[config.mk]
export PLATFORM = sky130hd
export DESIGN_NAME = feed_cmd_encoder
export DESIGN_NICKNAME = d
export VERILOG_FILES = /design/src/rtl/feed_cmd_encoder.sv
export SDC_FILE = /design/constraint.sdc
export NUM_CORES = 1
export LEC_CHECK = 0
export CAP_MARGIN = 20
export CORE_UTILIZATION = 40
export DETAILED_ROUTE_END_ITERATION = 10
export PLACE_DENSITY = 0.64
export RECOVER_POWER = 50
export SYNTH_ARGS = -nofsm -noshare
export SYNTH_HDL_FRONTEND = slang
export SYNTH_SLANG_ARGS = --single-unit
[constraint.sdc]
create_clock -name clock -period 2.35 [get_ports clock]
set_input_delay 0.235 -clock clock [delete_from_list [all_inputs] [get_ports clock]]
set_output_delay 0.235 -clock clock [all_outputs]
set_load 0.005 [all_outputs]
[src/rtl/feed_cmd_encoder.sv]
// ============================================================================
// feed_cmd_encoder
// ----------------------------------------------------------------------------
// Front-end command issuer for the feeder option FSM.
//
// Three raw push-buttons (pour, stop, interval) are each synchronised with a
// 2-flop synchroniser and then debounced. A debounced rising edge becomes a
// one-cycle request. Each accepted request becomes exactly one protocol
// transaction on option/fsm_enable:
//
//   IDLE  : option = 000, fsm_enable = 0
//   ISSUE : option = code, fsm_enable = 0   (one setup cycle)
//   HOLD  : option = code, fsm_enable = 1   (HOLD_CYCLES cycles)
//   GAP   : option = code, fsm_enable = 0   (one release cycle)
//
// The code is set up one cycle before the strobe and held one cycle after
// it, so the consumer (which idles every second cycle) always samples a
// stable code. Requests that arrive while busy go to a one-deep pending
// slot. A higher-priority request may overwrite the slot; anything else is
// dropped. Priority is stop > pour > interval.
//
// Parameters:
//   DEBOUNCE_CYCLES : stable synchronised samples before a level flips
//                     (2..65535)
//   HOLD_CYCLES     : cycles fsm_enable is held high per command (2..255)
//
// Ports:
//   clock        in   system clock
//   reset        in   asynchronous, active-high reset
//   btn_pour     in   raw pour button, asynchronous
//   btn_stop     in   raw stop button, asynchronous
//   btn_interval in   raw interval button, asynchronous
//   option       out  [2:0] command code (000 none, 001 pour, 010 stop,
//                     011 interval)
//   fsm_enable   out  command strobe to the option FSM
//   busy         out  high whenever the issuer is not idle
//   cmd_count    out  [7:0] number of issued commands
//
// Optional feature (macro FEED_CMD_COUNT_EN):
//   When defined, cmd_count counts transitions into HOLD. It is 8 bits wide,
//   wraps from 255 to 0 and is cleared only by reset. When undefined,
//   cmd_count is tied to zero and no counter flops are built.
// ============================================================================
module feed_cmd_encoder #(
    parameter int unsigned DEBOUNCE_CYCLES = 16,
    parameter int unsigned HOLD_CYCLES     = 2
) (
    input  logic       clock,
    input  logic       reset,
    input  logic       btn_pour,
    input  logic       btn_stop,
    input  logic       btn_interval,
    output logic [2:0] option,
    output logic       fsm_enable,
    output logic       busy,
    output logic [7:0] cmd_count
);

    // ------------------------------------------------------------------------
    // Types and constants
    // ------------------------------------------------------------------------
    typedef enum logic [2:0] {
        CODE_NONE     = 3'b000,
        CODE_POUR     = 3'b001,
        CODE_STOP     = 3'b010,
        CODE_INTERVAL = 3'b011
    } cmd_code_t;

    typedef enum logic [1:0] {
        ST_IDLE  = 2'd0,
        ST_ISSUE = 2'd1,
        ST_HOLD  = 2'd2,
        ST_GAP   = 2'd3
    } state_t;

    // Button lane indices within the packed button vectors.
    localparam int BTN_POUR     = 0;
    localparam int BTN_STOP     = 1;
    localparam int BTN_INTERVAL = 2;

    localparam logic [15:0] DEB_LAST  = 16'(DEBOUNCE_CYCLES - 1);
    localparam logic [7:0]  HOLD_LAST = 8'(HOLD_CYCLES - 1);

    // Priority rank of a code: a larger value wins. NONE never wins.
    function automatic logic [1:0] code_rank(input cmd_code_t code);
        case (code)
            CODE_STOP:     code_rank = 2'd3;
            CODE_POUR:     code_rank = 2'd2;
            CODE_INTERVAL: code_rank = 2'd1;
            default:       code_rank = 2'd0;
        endcase
    endfunction

    // ------------------------------------------------------------------------
    // Synchronise and debounce each button
    // ------------------------------------------------------------------------
    logic [2:0] btn_raw;
    logic [2:0] btn_req;

    assign btn_raw[BTN_POUR]     = btn_pour;
    assign btn_raw[BTN_STOP]     = btn_stop;
    assign btn_raw[BTN_INTERVAL] = btn_interval;

    for (genvar i = 0; i < 3; i++) begin : g_btn
        logic        sync_a;
        logic        sync_b;
        logic        level;
        logic        level_prev;
        logic [15:0] stable_cnt;

        always_ff @(posedge clock or posedge reset) begin
            if (reset) begin
                sync_a     <= 1'b0;
                sync_b     <= 1'b0;
                level      <= 1'b0;
                level_prev <= 1'b0;
                // NOTE: the debounce counter is reset together with the level.
                // A count left over from before reset could otherwise shorten
                // the first debounce window after reset.
                stable_cnt <= '0;
            end else begin
                // NOTE: non-blocking assignments make sync_b take the old
                // sync_a, which is what gives two real flop stages. Blocking
                // assignments here would collapse the chain into one flop.
                sync_a     <= btn_raw[i];
                sync_b     <= sync_a;
                level_prev <= level;

                if (sync_b == level) begin
                    stable_cnt <= '0;
                end else if (stable_cnt == DEB_LAST) begin
                    // The sample after DEBOUNCE_CYCLES-1 differing samples is
                    // the DEBOUNCE_CYCLES-th, so the level flips here.
                    level      <= ~level;
                    stable_cnt <= '0;
                end else begin
                    stable_cnt <= stable_cnt + 16'd1;
                end
            end
        end

        // Only rising edges of the debounced level create requests.
        assign btn_req[i] = level & ~level_prev;
    end

    // ------------------------------------------------------------------------
    // Request arbitration: stop > pour > interval; losers are discarded
    // ------------------------------------------------------------------------
    logic      req_valid;
    cmd_code_t req_code;

    always_comb begin
        // NOTE: every signal gets a default before the branches. Without a
        // default, a path that leaves a signal unassigned would make the tool
        // infer a latch.
        req_valid = |btn_req;
        req_code  = CODE_NONE;
        if (btn_req[BTN_STOP]) begin
            req_code = CODE_STOP;
        end else if (btn_req[BTN_POUR]) begin
            req_code = CODE_POUR;
        end else if (btn_req[BTN_INTERVAL]) begin
            req_code = CODE_INTERVAL;
        end
    end

    // ------------------------------------------------------------------------
    // Command sequencer state
    // ------------------------------------------------------------------------
    state_t    state,      state_next;
    cmd_code_t code,       code_next;
    logic      slot_valid, slot_valid_next;
    cmd_code_t slot_code,  slot_code_next;
    logic [7:0] hold_cnt,  hold_cnt_next;

    always_ff @(posedge clock or posedge reset) begin
        if (reset) begin
            state      <= ST_IDLE;
            code       <= CODE_NONE;
            slot_valid <= 1'b0;
            slot_code  <= CODE_NONE;
            hold_cnt   <= '0;
        end else begin
            state      <= state_next;
            code       <= code_next;
            slot_valid <= slot_valid_next;
            slot_code  <= slot_code_next;
            hold_cnt   <= hold_cnt_next;
        end
    end

    // ------------------------------------------------------------------------
    // Next-state logic and pending slot handling
    // ------------------------------------------------------------------------
    logic slot_consumed;
    logic slot_live;
    logic req_to_slot;

    always_comb begin
        state_next      = state;
        code_next       = code;
        hold_cnt_next   = hold_cnt;
        slot_consumed   = 1'b0;
        slot_valid_next = slot_valid;
        slot_code_next  = slot_code;
        slot_live       = slot_valid;
        req_to_slot     = 1'b0;

        case (state)
            ST_IDLE: begin
                // A stored command takes precedence over a fresh request.
                if (slot_valid) begin
                    code_next     = slot_code;
                    slot_consumed = 1'b1;
                    state_next    = ST_ISSUE;
                end else if (req_valid) begin
                    code_next  = req_code;
                    state_next = ST_ISSUE;
                end
            end

            ST_ISSUE: begin
                hold_cnt_next = '0;
                state_next    = ST_HOLD;
            end

            ST_HOLD: begin
                if (hold_cnt == HOLD_LAST) begin
                    state_next = ST_GAP;
                end else begin
                    hold_cnt_next = hold_cnt + 8'd1;
                end
            end

            ST_GAP: begin
                // Chain straight into the next command if one is waiting,
                // so there is no idle cycle between back-to-back commands.
                if (slot_valid) begin
                    code_next     = slot_code;
                    slot_consumed = 1'b1;
                    state_next    = ST_ISSUE;
                end else begin
                    state_next = ST_IDLE;
                end
            end

            default: begin
                state_next = ST_IDLE;
            end
        endcase

        // A slot consumed this cycle counts as empty for a request that
        // arrives in the same cycle.
        slot_live       = slot_valid & ~slot_consumed;
        slot_valid_next = slot_live;

        // A request goes to the slot unless it was taken directly from an
        // empty IDLE.
        req_to_slot = req_valid && ((state != ST_IDLE) || slot_valid);

        if (req_to_slot) begin
            if (!slot_live || (code_rank(req_code) > code_rank(slot_code))) begin
                slot_valid_next = 1'b1;
                slot_code_next  = req_code;
            end
        end
    end

    // ------------------------------------------------------------------------
    // Outputs: decoded from registered state only. Reset forces them low
    // asynchronously because the state register resets asynchronously.
    // ------------------------------------------------------------------------
    assign option     = (state == ST_IDLE) ? CODE_NONE : code;
    assign fsm_enable = (state == ST_HOLD);
    assign busy       = (state != ST_IDLE);

    // ------------------------------------------------------------------------
    // Issued-command counter
    // ------------------------------------------------------------------------
`ifdef FEED_CMD_COUNT_EN
    logic [7:0] cmd_count_q;

    always_ff @(posedge clock or posedge reset) begin
        if (reset) begin
            cmd_count_q <= '0;
        end else if ((state_next == ST_HOLD) && (state != ST_HOLD)) begin
            cmd_count_q <= cmd_count_q + 8'd1;   // wraps 255 -> 0
        end
    end

    assign cmd_count = cmd_count_q;
`else
    assign cmd_count = 8'd0;
`endif

endmodule

# == Word level (Yosys, flattened, before mapping) ==
# Index checks and enable logic that the tools add are counted.
# op_classes
add_sub_neg,4
n_lt_le_gt_ge,1
n_eq_ne,20
mux,29
bitwise_logic,14
reduce_logical,17
# op_table
cell,count
$mux W16,6
$add A16 B1 Y16 const B,3
$eq A16 B4 Y1 const B,3
$mux W2,8
$pmux W8 S2,1
$eq A3 B2 Y1 const B,4
$mux W3,4
$pmux W2 S3,2
$reduce_and A2 Y1,6
$not A1 Y1,10
$add A8 B1 Y8 const B,1
$eq A8 B1 Y1 const B,1
$mux W8,1
$pmux W2 S4,1
$eq A3 B1 Y1 const B,2
$pmux W3 S2,1
$reduce_bool A2 Y1,3
$mux W1,5
$and A1 B1 Y1,4
$eq A2 B2 Y1 const B,2
$ne A2 B2 Y1 const B,2
$eq A1 B1 Y1,3
$ne A3 B3 Y1 const B,1
$reduce_and A3 Y1,1
other kinds (9),10
# word_totals
reg_bits,77
inputBits,5
output_inout_bits,13
wordCells,105

# == Longest topological paths before layout ==
# depth
word_depth,12
mapped_depth,9
mapped_depth_nobuf,9

# == Worst setup path after synthesis ==
# OpenSTA, ideal clock, no wires.
# synth_path
path_type,reg-to-reg
startpoint,reg slot_code[1]
endpoint,reg slot_code[0]
setup_ps,125
arrival_ps,1893
t_required_ps,2225
path_slack_ps,332
path_stages_with_launch,9
n_path_buf,0
period_less_slack_ps,2018
cell_sequence,dfrtp_1 inv_1 ha_1 inv_1 ha_1 nor2b_1 o21ai_0 a311oi_1 mux2_2
# synth_between
elab_chain_len,6
word_cells_on_any_way,8
cone_classes,order compare (1); eq/ne (3); mux (2); reduce/logical (2)
# synth_rtl
item,line_no,source
start: declaration,173,"cmd_code_t slot_code, slot_code_next;"
start signal: assignment,187,slot_code <= slot_code_next;
$eq A3 B2 Y1 / $eq A3 B1 Y1 (equally long branches),86,case (code)
$pmux W2 S3 (*),86,
$mux W2 (*),261,if (req_to_slot) begin
$gt A2 B2 Y1 (*),262,if (!slot_live || (code_rank(req_code) > code_rank(slot_code))) begin
$logic_or A1 B1 Y1 (*),262,
$reduce_and A2 Y1 (no line) (*),n/a,
# Every way passes the cells marked *; elsewhere a longest branch is shown, timed or not. The select of a mux whose other input is x is not followed.
# A chain may end at the register's enable or synchronous reset.

# == Worst setup path after layout ==
# layout_path
startpoint,reg g_btn[2].level
endpoint,reg slot_code[0]
# layout_between
elab_chain_len,10
word_cells_on_any_way,14
cone_classes,order compare (1); eq/ne (3); mux (5); bitwise (1); reduce/logical (4)
# layout_rtl
item,line_no,source
start: declaration,107,logic level;
start signal: assignment,134,level <= ~level;
$and A1 B1 Y1 (*),143,assign btn_req[i] = level & ~level_prev;
$mux W2,162,end else if (btn_req[BTN_INTERVAL]) begin
$mux W2,160,end else if (btn_req[BTN_POUR]) begin
$mux W2,158,if (btn_req[BTN_STOP]) begin
$eq A3 B2 Y1 / $eq A3 B1 Y1 (equally long branches),86,
$pmux W2 S3,86,
$mux W2,261,
$gt A2 B2 Y1,262,
$logic_or A1 B1 Y1,262,
$reduce_and A2 Y1 (no line),n/a,
# Marked as above.

==> key figures <==
Pwr
  • PwrDens: 741 mW/mm2
  • Worst vdd ir: 0.367 mV
  • Final Power: 0.00306 W
  • Leakage: 1.83 nW

Synthesis
  • Seq/Total Area, Yosys: 50.2%
  • Post-synth cell types: 39
  • Cell count after synthesis: 366
  • Seq cells post-synth: 75
  • Syn Area/Cell: 10.2 um2
  • Post-Syn Area: 0.00374 mm2
  • Synth warnings: 0

Final layout
  • Commonest non-fill, non-tap cell in the layout: dfrtp_1
  • Area of the multi-input gates: 0.00174 mm2
  • Fin util: 46.5%
  • Layout Nets: 401
  • Diodes inserted: 0
  • Register area: 0.00188 mm2
  • Area grow syn2layout: 10.5%
  • Finished Cell Area: 0.00413 mm2
  • Share of cells above drive strength 1: 7.24%
  • Commonest cells after routing, fill and taps aside: dfrtp_1, nor2_1, xnor2_1, xor2_1, nand3_1
  • Fillers: 823

CTS
  • CTS HTree Levels: 3
  • Clock-pin slew on the worst setup and hold paths: 0.08 ns
  • Clk root buf: clkbuf_8
  • Num Clock Sinks: 75
  • Num CTS Buffers: 9
  • Clock Path Buffers: 2
  • Clock Latency Late Sink: 0.34 ns
  • Postcts setup bufs: 0
  • Post-cts hold buffer count: 0
  • CTS tree: yes
  • PostCTS Resize Cnt: 0

Floorplan
  • Row count: 34
  • Die Height: 98.7 um
  • Die boundary width: 98.7 um
  • Initial core utilization: 42.0%
  • Core Area: 0.00889 mm2
  • # IOs: 18
  • Die Area: 0.00973 mm2

Worst setup path
  • Crit path launch type: flop
  • Worst path cell trace: nor2b_1 > a21oi_1 > ha_1 > nand2_1 > o21ai_0 > a311oi_1 > mux2_2
  • Worst r2r src: g_btn[2].level$_DFFE_PP0P_
  • Crit. End Element: flop
  • CP max-delay cell: dfrtp_1
  • Crit-path max FO: 5
  • Worst path max stage delay: 0.43 ns
  • Beginning of the critical path: g_btn[2].level$_DFFE_PP0P_
  • CP delay by family, top: compound AO/OA/AOI/OAI gates
  • Critical path required time: 2.58 ns
  • Critical Path AT: 2.39 ns
  • Critical path buffer and inverter count: 0
  • Setup CP Type: flop to flop

Route
  • Drt wl/cell: 12.6 um
  • Drt pass-1 iters: 4
  • Post-route ant nets: 0
  • Initial drt markers: 70
  • Drt via density: 5.18
  • Routed wire length: 6.26 mm
  • DRC: 0
  • Vias: 2563

Timing
  • Setup TNS: 0 ns
  • Max Clock Skew: 0.00761 ns
  • Period utilization: 91.8%
  • Final Hold Violating Endpoints: 0
  • Worst slew margin: 44.1%
  • Actual slew at the worst max-slew pin: 0.839 ns
  • Final Max Slew Viols: 0
  • # setup viols final: 0
  • Minimum clock period: 2.16 ns
  • FMAX: 464 MHz
  • RSZ-0062 raised after global routing: false

Global routing
  • Antenna violations before repair: 0
  • Vias in the first global route: 2465
  • Largest net degree at the start of global routing: 36
  • GRT Residual Overflow: 0
  • GRT Util Overall: 14.8%
  • First-pass GRT wire length: 11.4 mm

Outcome
  • Status: complete, no violations

Placed design
  • DP HPWL: 4.32 mm
  • Number of port buffers: 8
  • Gp weighted congestion: 0.744
  • Area after DPL: 0.00394 mm2

Hold path
  • Min-Delay Startpoint: g_btn[2].sync_a$_DFF_PP0_
  • HP Class: flop to flop

Flow run
  • Max-cap violations: 0
## per-layer routing
metal | vias to the layer above | part of all wire (%) | track usage, %
met3 | 7 | 2.4 | 3.40
li1 | 1289 | - | -
met2 | 30 | 47 | 22.7
met4 | 0 | 1.7 | 7.00
met1 | 1237 | 49 | 20.0
met5 | - | 0 | 0
## power breakdown
part / internal [W] / switching, W
clock network: 0.000600 / 0.000495
registers: 0.00135 / 0.0000641
logic: 0.000250 / 0.000301
## cells in the mapped netlist
master	n	area, um2
a21boi_2	1	11.3
a21o_1	1	7.51
a21oi_1	7	35.0
a311oi_1	1	8.76
a31oi_1	3	18.8
a41oi_1	1	8.76
and2_1	4	25.0
and3_1	10	62.6
and4_1	4	35.0
buf_1	3	11.3
buf_4	9	67.6
clkbuf_1	3	11.3
conb_1	1	3.75
dfrtp_1	75	1880
ha_1	14	175
inv_1	15	56.3
mux2_1	1	11.3
mux2_2	7	78.8
mux2i_1	3	30.0
nand2_1	17	63.8
nand2b_1	3	18.8
nand3_1	20	100
nand3b_1	1	7.51
nand4_1	15	93.8
nor2_1	52	195
nor2b_1	7	43.8
nor3_1	8	40.0
nor3b_1	1	7.51
nor4_1	18	113
o21ai_0	8	40.0
o22a_1	1	8.76
o22ai_1	2	12.5
o31ai_1	1	7.51
o41ai_4	1	27.5
or3_1	1	6.26
or3b_2	1	8.76
or4b_4	1	13.8
xnor2_1	24	210
xor2_1	21	184
## state kept, by name, indices dropped and copies added, names as in the netlist
name	count
hold_cnt	8
slot_code	2
g_btn.stable_cnt	48
g_btn.level_prev	3
g_btn.sync_a	3
g_btn.level	3
code	2
state	2
g_btn.sync_b	3
slot_valid	1
## final cells by class
class	count	share of cell area (%)
sequential	75	45.4
multi-input combinational	269	42.2
tap	108	3.27
clock buffer	10	3.09
timing repair buffer	12	2.42
clock inverter	6	2.18
inverter	15	1.36
## metrics by stage
stage	instances	worst slack, ns	hold slack (ns)
after floorplan	374	0.205	0.266
after global placement	479	0.263	0.336
after detailed placement	479	0.201	0.339
after CTS	495	0.187	0.241
after global routing	495	0.00686	0.379
final	495	0.193	0.361
## worst paths after layout
kind | to | slack (ns) | depth (start not counted)
max | slot_code[0]$_DFFE_PP0P_ | 0.19 | 7
min | g_btn[2].sync_b$_DFF_PP0_ | 0.36 | 0
max reg2reg | slot_code[0]$_DFFE_PP0P_ | 0.19 | 7
min reg2reg | g_btn[2].sync_b$_DFF_PP0_ | 0.36 | 0
max in group asynchronous | g_btn[1].sync_b$_DFF_PP0_ | 0.54 | 3
min in group asynchronous | g_btn[0].sync_a$_DFF_PP0_ | 0.49 | 2
## cell families after synthesis
logic type / share of synthesized area, %
buffers and inverters: 3.92
DFF: 50.2
xor gates and xnor gates: 10.5
muxes: 3.21
adders and majority gates: 4.69
and+or+nand+nor: 22.3
AOI/OAI and AO/OA: 4.99
other: 0.100
Power figures use the tool's default switching activity.
